--- src/rtl/i2s_frame_scheduler.sv ---
// Frame-level gate for the I2S video streamer: waits for a camera frame boundary with the ESP
// ready, applies decimation, tracks pixel progress and guards against a stalled streamer.
module i2s_frame_scheduler #(
    parameter int FRAME_PIXELS = 307200,
    parameter int PIX_W        = 19,
    parameter int TIMEOUT      = 4096,
    parameter int WD_W         = 12
) (
    input  logic             i_mclk,
    input  logic             i_reset,
    input  logic             i_v_sync,
    input  logic             i_cts,
    input  logic             i_enable,
    input  logic [3:0]       i_decim,
    input  logic             i_pix_stb,
    input  logic             i_err_clr,
    output logic             o_send_frame,
    output logic             o_frame_start,
    output logic             o_frame_done,
    output logic [PIX_W-1:0] o_pix_count,
    output logic [15:0]      o_frames_sent,
    output logic [15:0]      o_frames_skipped,
    output logic             o_timeout_err,
    output logic [1:0]       o_state
);

    typedef enum logic [1:0] {
        ST_IDLE = 2'd0,
        ST_SEND = 2'd1,
        ST_DONE = 2'd2,
        ST_ERR  = 2'd3
    } state_t;

    localparam logic [PIX_W-1:0] PIX_LAST = PIX_W'(FRAME_PIXELS - 1);
    localparam logic [WD_W-1:0]  WD_LAST  = WD_W'(TIMEOUT - 1);

    logic [1:0]       r_vs_sync;
    logic             r_vs_prev;
    logic             r_vs_fall;
    logic [1:0]       r_cts_sync;

    state_t           r_state;
    logic [3:0]       r_dec_cnt;
    logic [WD_W-1:0]  r_wd;
    logic             r_send_frame;
    logic             r_frame_start;
    logic             r_frame_done;
    logic [PIX_W-1:0] r_pix_count;
    logic [15:0]      r_frames_sent;
    logic [15:0]      r_frames_skipped;
    logic             r_timeout_err;

    logic             w_cts_s;
    logic [3:0]       w_decim_m1;
    logic             w_last_pix;
    logic             w_wd_expired;

    assign w_cts_s      = r_cts_sync[1];
    assign w_decim_m1   = (i_decim == 4'd0) ? 4'd0 : i_decim - 4'd1;
    assign w_last_pix   = (r_pix_count == PIX_LAST);
    assign w_wd_expired = (r_wd == WD_LAST);

    // NOTE: v_sync flops reset high (its idle level) so releasing reset cannot fake a falling edge.
    always_ff @(posedge i_mclk or posedge i_reset) begin
        if (i_reset) begin
            r_vs_sync  <= 2'b11;
            r_vs_prev  <= 1'b1;
            r_vs_fall  <= 1'b0;
            r_cts_sync <= 2'b00;
        end else begin
            r_vs_sync  <= {r_vs_sync[0], i_v_sync};
            r_vs_prev  <= r_vs_sync[1];
            r_vs_fall  <= r_vs_prev & ~r_vs_sync[1];
            r_cts_sync <= {r_cts_sync[0], i_cts};
        end
    end

    always_ff @(posedge i_mclk or posedge i_reset) begin
        if (i_reset) begin
            r_state          <= ST_IDLE;
            r_dec_cnt        <= 4'd0;
            r_wd             <= '0;
            r_send_frame     <= 1'b0;
            r_frame_start    <= 1'b0;
            r_frame_done     <= 1'b0;
            r_pix_count      <= '0;
            r_frames_sent    <= 16'd0;
            r_frames_skipped <= 16'd0;
            r_timeout_err    <= 1'b0;
        end else begin
            r_frame_start <= 1'b0;
            r_frame_done  <= 1'b0;
            case (r_state)
                ST_IDLE: begin
                    if (r_vs_fall && i_enable) begin
                        if (w_cts_s && (r_dec_cnt >= w_decim_m1)) begin
                            r_dec_cnt     <= 4'd0;
                            r_state       <= ST_SEND;
                            r_send_frame  <= 1'b1;
                            r_frame_start <= 1'b1;
                            r_pix_count   <= '0;
                            r_wd          <= '0;
                        end else begin
                            if (w_cts_s) begin
                                r_dec_cnt <= r_dec_cnt + 4'd1;
                            end
                            if (r_frames_skipped != 16'hFFFF) begin
                                r_frames_skipped <= r_frames_skipped + 16'd1;
                            end
                        end
                    end
                end
                ST_SEND: begin
                    // Abort outranks the watchdog, which outranks normal or short completion.
                    if (!i_enable) begin
                        r_state      <= ST_IDLE;
                        r_send_frame <= 1'b0;
                    end else if (!i_pix_stb && w_wd_expired) begin
                        r_state       <= ST_ERR;
                        r_send_frame  <= 1'b0;
                        r_timeout_err <= 1'b1;
                    end else begin
                        if (i_pix_stb) begin
                            r_wd <= '0;
                            if (!w_last_pix) begin
                                r_pix_count <= r_pix_count + PIX_W'(1);
                            end
                        end else begin
                            r_wd <= r_wd + WD_W'(1);
                        end
                        if ((i_pix_stb && w_last_pix) || r_vs_fall) begin
                            r_state       <= ST_DONE;
                            r_send_frame  <= 1'b0;
                            r_frame_done  <= 1'b1;
                            r_frames_sent <= r_frames_sent + 16'd1;
                        end
                    end
                end
                ST_DONE: begin
                    r_state <= ST_IDLE;
                end
                ST_ERR: begin
                    if (i_err_clr) begin
                        r_state       <= ST_IDLE;
                        r_timeout_err <= 1'b0;
                    end
                end
                default: r_state <= ST_IDLE;
            endcase
        end
    end

    assign o_send_frame     = r_send_frame;
    assign o_frame_start    = r_frame_start;
    assign o_frame_done     = r_frame_done;
    assign o_pix_count      = r_pix_count;
    assign o_frames_sent    = r_frames_sent;
    assign o_frames_skipped = r_frames_skipped;
    assign o_timeout_err    = r_timeout_err;
    assign o_state          = r_state;

endmodule

--- config.mk ---
export PLATFORM = sky130hd
export DESIGN_NAME = i2s_frame_scheduler
export DESIGN_NICKNAME = d
export VERILOG_FILES = /design/src/rtl/i2s_frame_scheduler.sv
export SDC_FILE = /design/constraint.sdc
export NUM_CORES = 1
export LEC_CHECK = 0
export BUFFER_PORTS_ARGS = -buffer_cell sky130_fd_sc_hd__buf_2
export CAP_MARGIN = 40
export CORE_MARGIN = 10
export CORE_UTILIZATION = 51
export DETAILED_ROUTE_END_ITERATION = 7
export HOLD_SLACK_MARGIN = 0.1
export PLACE_DENSITY = 0.85
export SYNTH_ARGS = -nofsm -noshare
export SYNTH_HDL_FRONTEND = slang
export SYNTH_SLANG_ARGS = --single-unit
export TNS_END_PERCENT = 1
--- constraint.sdc ---
create_clock -name i_mclk -period 2.35 [get_ports i_mclk]
set_input_delay 0.235 -clock i_mclk [delete_from_list [all_inputs] [get_ports i_mclk]]
set_output_delay 0.235 -clock i_mclk [all_outputs]
set_load 0.02 [all_outputs]
# Word level (Yosys, flattened, before mapping)
# Cells that the tools add are included.
[word_totals]
register_bits = 79
input_bits = 11
output_inout_bits = 57
word_cells = 99
[classes]
n_addsub = 6
n_lt_le_gt_ge = 1
eq_ne = 15
mux = 40
n_bitwise = 4
n_reduce_logical = 19
[ops]
columns = ["cell", "count"]
rows = [
  ["$mux W19", 6],
  ["$mux W12", 5],
  ["$pmux W19 S2", 1],
  ["$add A16 B1 Y16 const B", 2],
  ["$pmux W12 S2", 1],
  ["$reduce_and A4 Y1", 5],
  ["$add A19 B1 Y19 const B", 1],
  ["$eq A19 B19 Y1 const B", 1],
  ["$ne A16 B16 Y1 const B", 1],
  ["$ne A2 B2 Y1 const B", 8],
  ["$mux W1", 15],
  ["$add A12 B1 Y12 const B", 1],
  ["$eq A12 B12 Y1 const B", 1],
  ["$mux W2", 6],
  ["$mux W4", 3],
  ["$pmux W2 S4", 1],
  ["$reduce_and A7 Y1", 1],
  ["$reduce_bool A2 Y1", 3],
  ["$reduce_and A5 Y1", 1],
  ["$add A4 B1 Y4 const B", 1],
  ["$eq A2 B2 Y1 const B", 2],
  ["$ge A4 B4 Y1", 1],
  ["$logic_and A1 B1 Y1", 4],
  ["$logic_not A4 Y1", 1],
  ["other kinds (10)", 13],
]

# Logic depth before layout (Yosys ltp)
[depth]
depth_word = 7
depth_mapped = 10
depth_no_buf = 9

# Worst setup path after synthesis
# OpenSTA, ideal clock, no wires.
[synth_path]
kind = "input-to-reg"
from = "input port i_decim[1]"
to = "register r_frames_skipped[9], in the netlist o_frames_skipped[9]"
setup_time_ps = 131
t_arrival_ps = 2066
required_ps = 2219
setup_slack_ps = 154
stages = 9
path_buffers = 0
cell_sequence = "nor2_1 o21a_1 a21oi_1 ha_1 o211ai_1 o21ai_1 a221oi_1 nand4_1 xnor2_1"
[synth_between]
elab_chain_len = 6
elab_cells_between_ends = 7
cone_classes = "add/sub: 1; order compare: 1; mux: 1; bitwise: 1; reduce/logical: 3"
[synth_lines]
columns = ["element", "line_no", "source"]
rows = [
  ["from (decl)", "14", "input logic [3:0] i_decim,"],
  ["$sub A4 B1 Y4 / $logic_not A4 Y1 (equally long branches)", "59", "assign w_decim_m1 = (i_decim == 4'd0) ? 4'd0 : i_decim - 4'd1;"],
  ["$mux W4 *", "59", ""],
  ["$ge A4 B4 Y1 *", "96", "if (w_cts_s && (r_dec_cnt >= w_decim_m1)) begin"],
  ["$logic_and A1 B1 Y1 *", "96", ""],
  ["$not A1 Y1 (no line) *", "--", ""],
  ["$reduce_and A4 Y1 (no line) *", "--", ""],
  ["to (signal assigned)", "108", "r_frames_skipped <= r_frames_skipped + 16'd1;"],
  ["to (decl)", "50", "logic [15:0] r_frames_skipped;"],
]
# Mark *: on every way between the ends. The rest lies on a longest branch, timed or not.
# A chain may end at the register's enable or synchronous reset.

# Final worst setup path
[layout_path]
from = "register r_dec_cnt[0]"
to = "register r_frames_skipped[9], in the netlist o_frames_skipped[9]"
[layout_between]
elab_chain_len = 4
[layout_lines]
columns = ["element", "line_no", "source"]
rows = [
  ["from (decl)", "43", "logic [3:0] r_dec_cnt;"],
  ["from (signal assigned)", "105", "r_dec_cnt <= r_dec_cnt + 4'd1;"],
  ["$ge A4 B4 Y1", "96", ""],
  ["$logic_and A1 B1 Y1", "96", ""],
  ["$not A1 Y1 (no line)", "--", ""],
  ["$reduce_and A4 Y1 (no line)", "--", ""],
]
# Every way passes these cells.

==> impl_metrics.yaml <==
pwr:
  p_per_area_mw_per_mm2: 685
  max-vdd-ir-drop_mv: 0.642
  p_leak_nw: 2.34
  internal-power_mw: 2.31
  p_clk_share_pct: 30.0
  power_frac_comb_pct: 20.2
  seq_power_share_pct: 49.8
  finalPower_mw: 3.43
  swShare_pct: 32.8
  power_switching_mw: 1.12
drt:
  dr.pass1.iters: 5
  vias: 3769
  drt-total-wl_um: 10900
  drc: 0
  avgRoutedWirePerCell_um: 17.6
  vias_per_cell: 6.08
  drt_iter0_drc: 347
  drtAntennaViolNets: 0
die:
  ios: 68
  rows: 32
  dieHeight_um: 110
  dieWidth_um: 110
  dieArea_mm2: 0.0122
  initial_core_util_pct: 53.2
  core_area_mm2: 0.00785
clock_tree:
  root_buffer: "clkbuf_8"
  cts-htree-levels: 3
  tritoncts: "built"
  clockBufferDepth: 2
  clk_latency_ns: 0.35
  numCtsBuffers: 9
  clock_sinks: 79
  clk_pin_slew_ns: 0.08
  cts_setup_buffers: 0
worst_hold_path:
  holdCritStartpoint: "i_err_clr"
  hp-class: "input pin to flip-flop"
logic_synthesis:
  ys_types: 62
  synth_cells: 417
  synth_ff_type: "dfrtp_1"
  ys_ff_latch: 79
  synth.net_count: 437
  synth_enable_flop_cells: 0
  yosys_warnings: 0
  synth_area_mm2: 0.00417
  synthArstFlopShare_pct: 100
  synth_seq_area_share_pct: 47.5
  syn_area_per_cell_um2: 10.0
global_routing:
  grt_overflow_total: 0
  grt_max_degree: 39
  grt_use_total_pct: 17.4
  antenna_found_initial: 0
  grt_pass1_wl_um: 18400
  grt_pass1_vias: 3668
placed_design:
  port_buffers: 67
  place_congestion: 0.910
  place_hpwl_um: 8010
timing:
  min_period_over_period_pct: 92.8
  max_slew.worst_pin.slew_ns: 0.632
  skew_ns: 0.0106
  rsz0062_at_grt: "no"
  final_hold_viol_count: 0
  clock.fmax_mhz: 458
  max-slew-margin-rel_pct: 57.8
  fin_setup_tns_ns: 0
  period_needed_ns: 2.18
  slew_viol_final: 0
  finalSetupViolations: 0
cells_and_area:
  nNetsFinal: 533
  drive_gt1_share_pct: 25.3
  final_util_pct: 63.9
  fillers: 653
  syn2layout_area_growth_pct: 20.1
  n_antenna_cell: 0
setup_path:
  cp.required_ns: 2.58
  critPathMaxFanout: 6
  cp-startpoint: "r_dec_cnt[0]"
  crit_path_end_kind: "flip-flop"
  start_kind: "flip-flop"
  critPathKind: "flip-flop to flip-flop"
  arrival_ns: 2.41
  reg2reg_from: "r_dec_cnt[0]"
outcome:
  status: "finished, final reports clean"
flow_run:
  cap_violations: 0
[placed cells by master, fill, tap and decap left out, drive strengths merged, types with 14 or more instances in the layout]
cell type,count
nor2,27
nand2,29
inv,15
o21ai,23
buf,92
xor2,14
xnor2,16
nand4,20
o31ai,23
dfrtp,76
nand3,33
[through the flow]
stage / cell area [µm²] / hold slack (ns) / instances / worst slack (ns)
2_1_floorplan: 4170 / 0.239 / 417 / 0.0966
3_3_place_gp: 4780 / 0.337 / 601 / 0.115
3_5_place_dp: 4780 / 0.335 / 601 / 0.0334
4_1_cts: 5010 / 0.173 / 620 / 0.0718
5_1_grt: 5010 / 0.220 / 620 / 0.0138
6_report: 5010 / 0.178 / 620 / 0.168
[sequential cells by signal, summed over array words and instances, names as in the netlist]
name,count
o_frame_start,1
o_frames_sent,16
r_vs_sync,2
o_send_frame,1
r_dec_cnt,4
r_cts_sync,2
o_pix_count,19
o_timeout_err,1
r_wd,12
r_vs_prev,1
o_frames_skipped,16
o_state,2
o_frame_done,1
r_vs_fall,1
[layout make-up]
cell class	instances	area [µm²]	area share [%]
Timing Repair Buffer	95	566	11.3
Inverter	14	52.6	1.05
Sequential cell	79	1980	39.5
Clock inverter	4	53.8	1.07
Clock buffer	12	145	2.89
Tap cell	102	128	2.54
Multi-Input combinational cell	314	2090	41.7
[worst paths after layout]
kind	end	slack, ns	cells after the start
worst max-delay path	o_frames_skipped[9]	0.17	8
worst min-delay path	o_timeout_err	0.18	4
worst max register to register	o_frames_skipped[9]	0.17	8
worst min register to register	r_cts_sync[1]	0.36	0
max in group asynchronous	r_vs_prev	1.15	4
min in group asynchronous	o_frames_sent[8]	0.50	3
[what timing repair did]
item	4_1_cts	5_1_grt
hold buffers	3	0
gates resized for setup	0	1
endpoints found under the setup margin	0	9
hold endpoints to repair	29	0
[cell usage after synthesis, types with 2 or more instances]
library cell / instances / area (µm²)
dfstp_2: 3 / 78.8
and4_1: 3 / 26.3
a21oi_1: 13 / 65.1
nor3_1: 9 / 45.0
nand3_1: 33 / 165
nor2b_1: 5 / 31.3
dfrtp_1: 76 / 1900
nand2_1: 28 / 105
o21ai_0: 22 / 110
nor4_1: 9 / 56.3
o211ai_1: 7 / 52.6
a31oi_1: 6 / 37.5
nand2b_1: 4 / 25.0
a211oi_1: 2 / 15.0
o41ai_1: 3 / 26.3
buf_4: 2 / 15.0
clkbuf_1: 4 / 15.0
xnor2_1: 15 / 131
a211o_1: 3 / 26.3
ha_1: 9 / 113
buf_2: 2 / 10.0
and3_1: 5 / 31.3
a41oi_1: 4 / 35.0
nor3b_1: 4 / 30.0
inv_1: 14 / 52.6
or2_2: 3 / 18.8
a31o_2: 2 / 17.5
mux2_2: 2 / 22.5
o311ai_0: 3 / 26.3
nor4b_1: 3 / 26.3
and2_1: 6 / 37.5
xor2_1: 14 / 123
o21a_1: 2 / 15.0
nor2_1: 25 / 93.8
nand4_1: 19 / 119
o31ai_1: 23 / 173
or4_1: 3 / 22.5
mux2i_1: 3 / 30.0
[logic make-up after synthesis]
logic type / share of synthesized area, %
adders and majority gates: 2.70
xor gates and xnor gates: 6.48
and+or+nand+nor: 23.4
AOI/OAI and AO/OA: 16.1
muxes: 1.26
DFF: 47.5
buffers and inverters: 2.58
[critical path, stage by stage (launching register included)]
cell and delay [ns]:
dfrtp_1 0.41, inv_1 0.06, ha_1 0.29, nor3b_1 0.27, o21ai_1 0.19, a221oi_1 0.37, buf_4 0.21, nand4_1 0.12
xnor2_1 0.14
[power by group through the flow]
| stage | combinational, mW | clock (mW) | sequential [mW] |
|---|---|---|---|
| global placement | 0.659 | 0 | 1.72 |
| floorplan | 0.328 | 0 | 1.81 |
| detailed placement | 0.693 | 0 | 1.73 |
| finish | 0.693 | 1.03 | 1.71 |
| global route | 0.766 | 1.10 | 1.74 |
| CTS | 0.699 | 1.04 | 1.71 |
[routing by layer]
layer	part of all wire, %	vias up	track usage [%]	wire, µm
met4	1.2	0	4.23	136
met2	50	139	29.1	5430
li1	-	1768	-	-
met3	5.4	15	3.67	593
met5	0	-	0	0
met1	44	1847	22.2	4760
No activity file was read; power rests on OpenSTA's default activity.
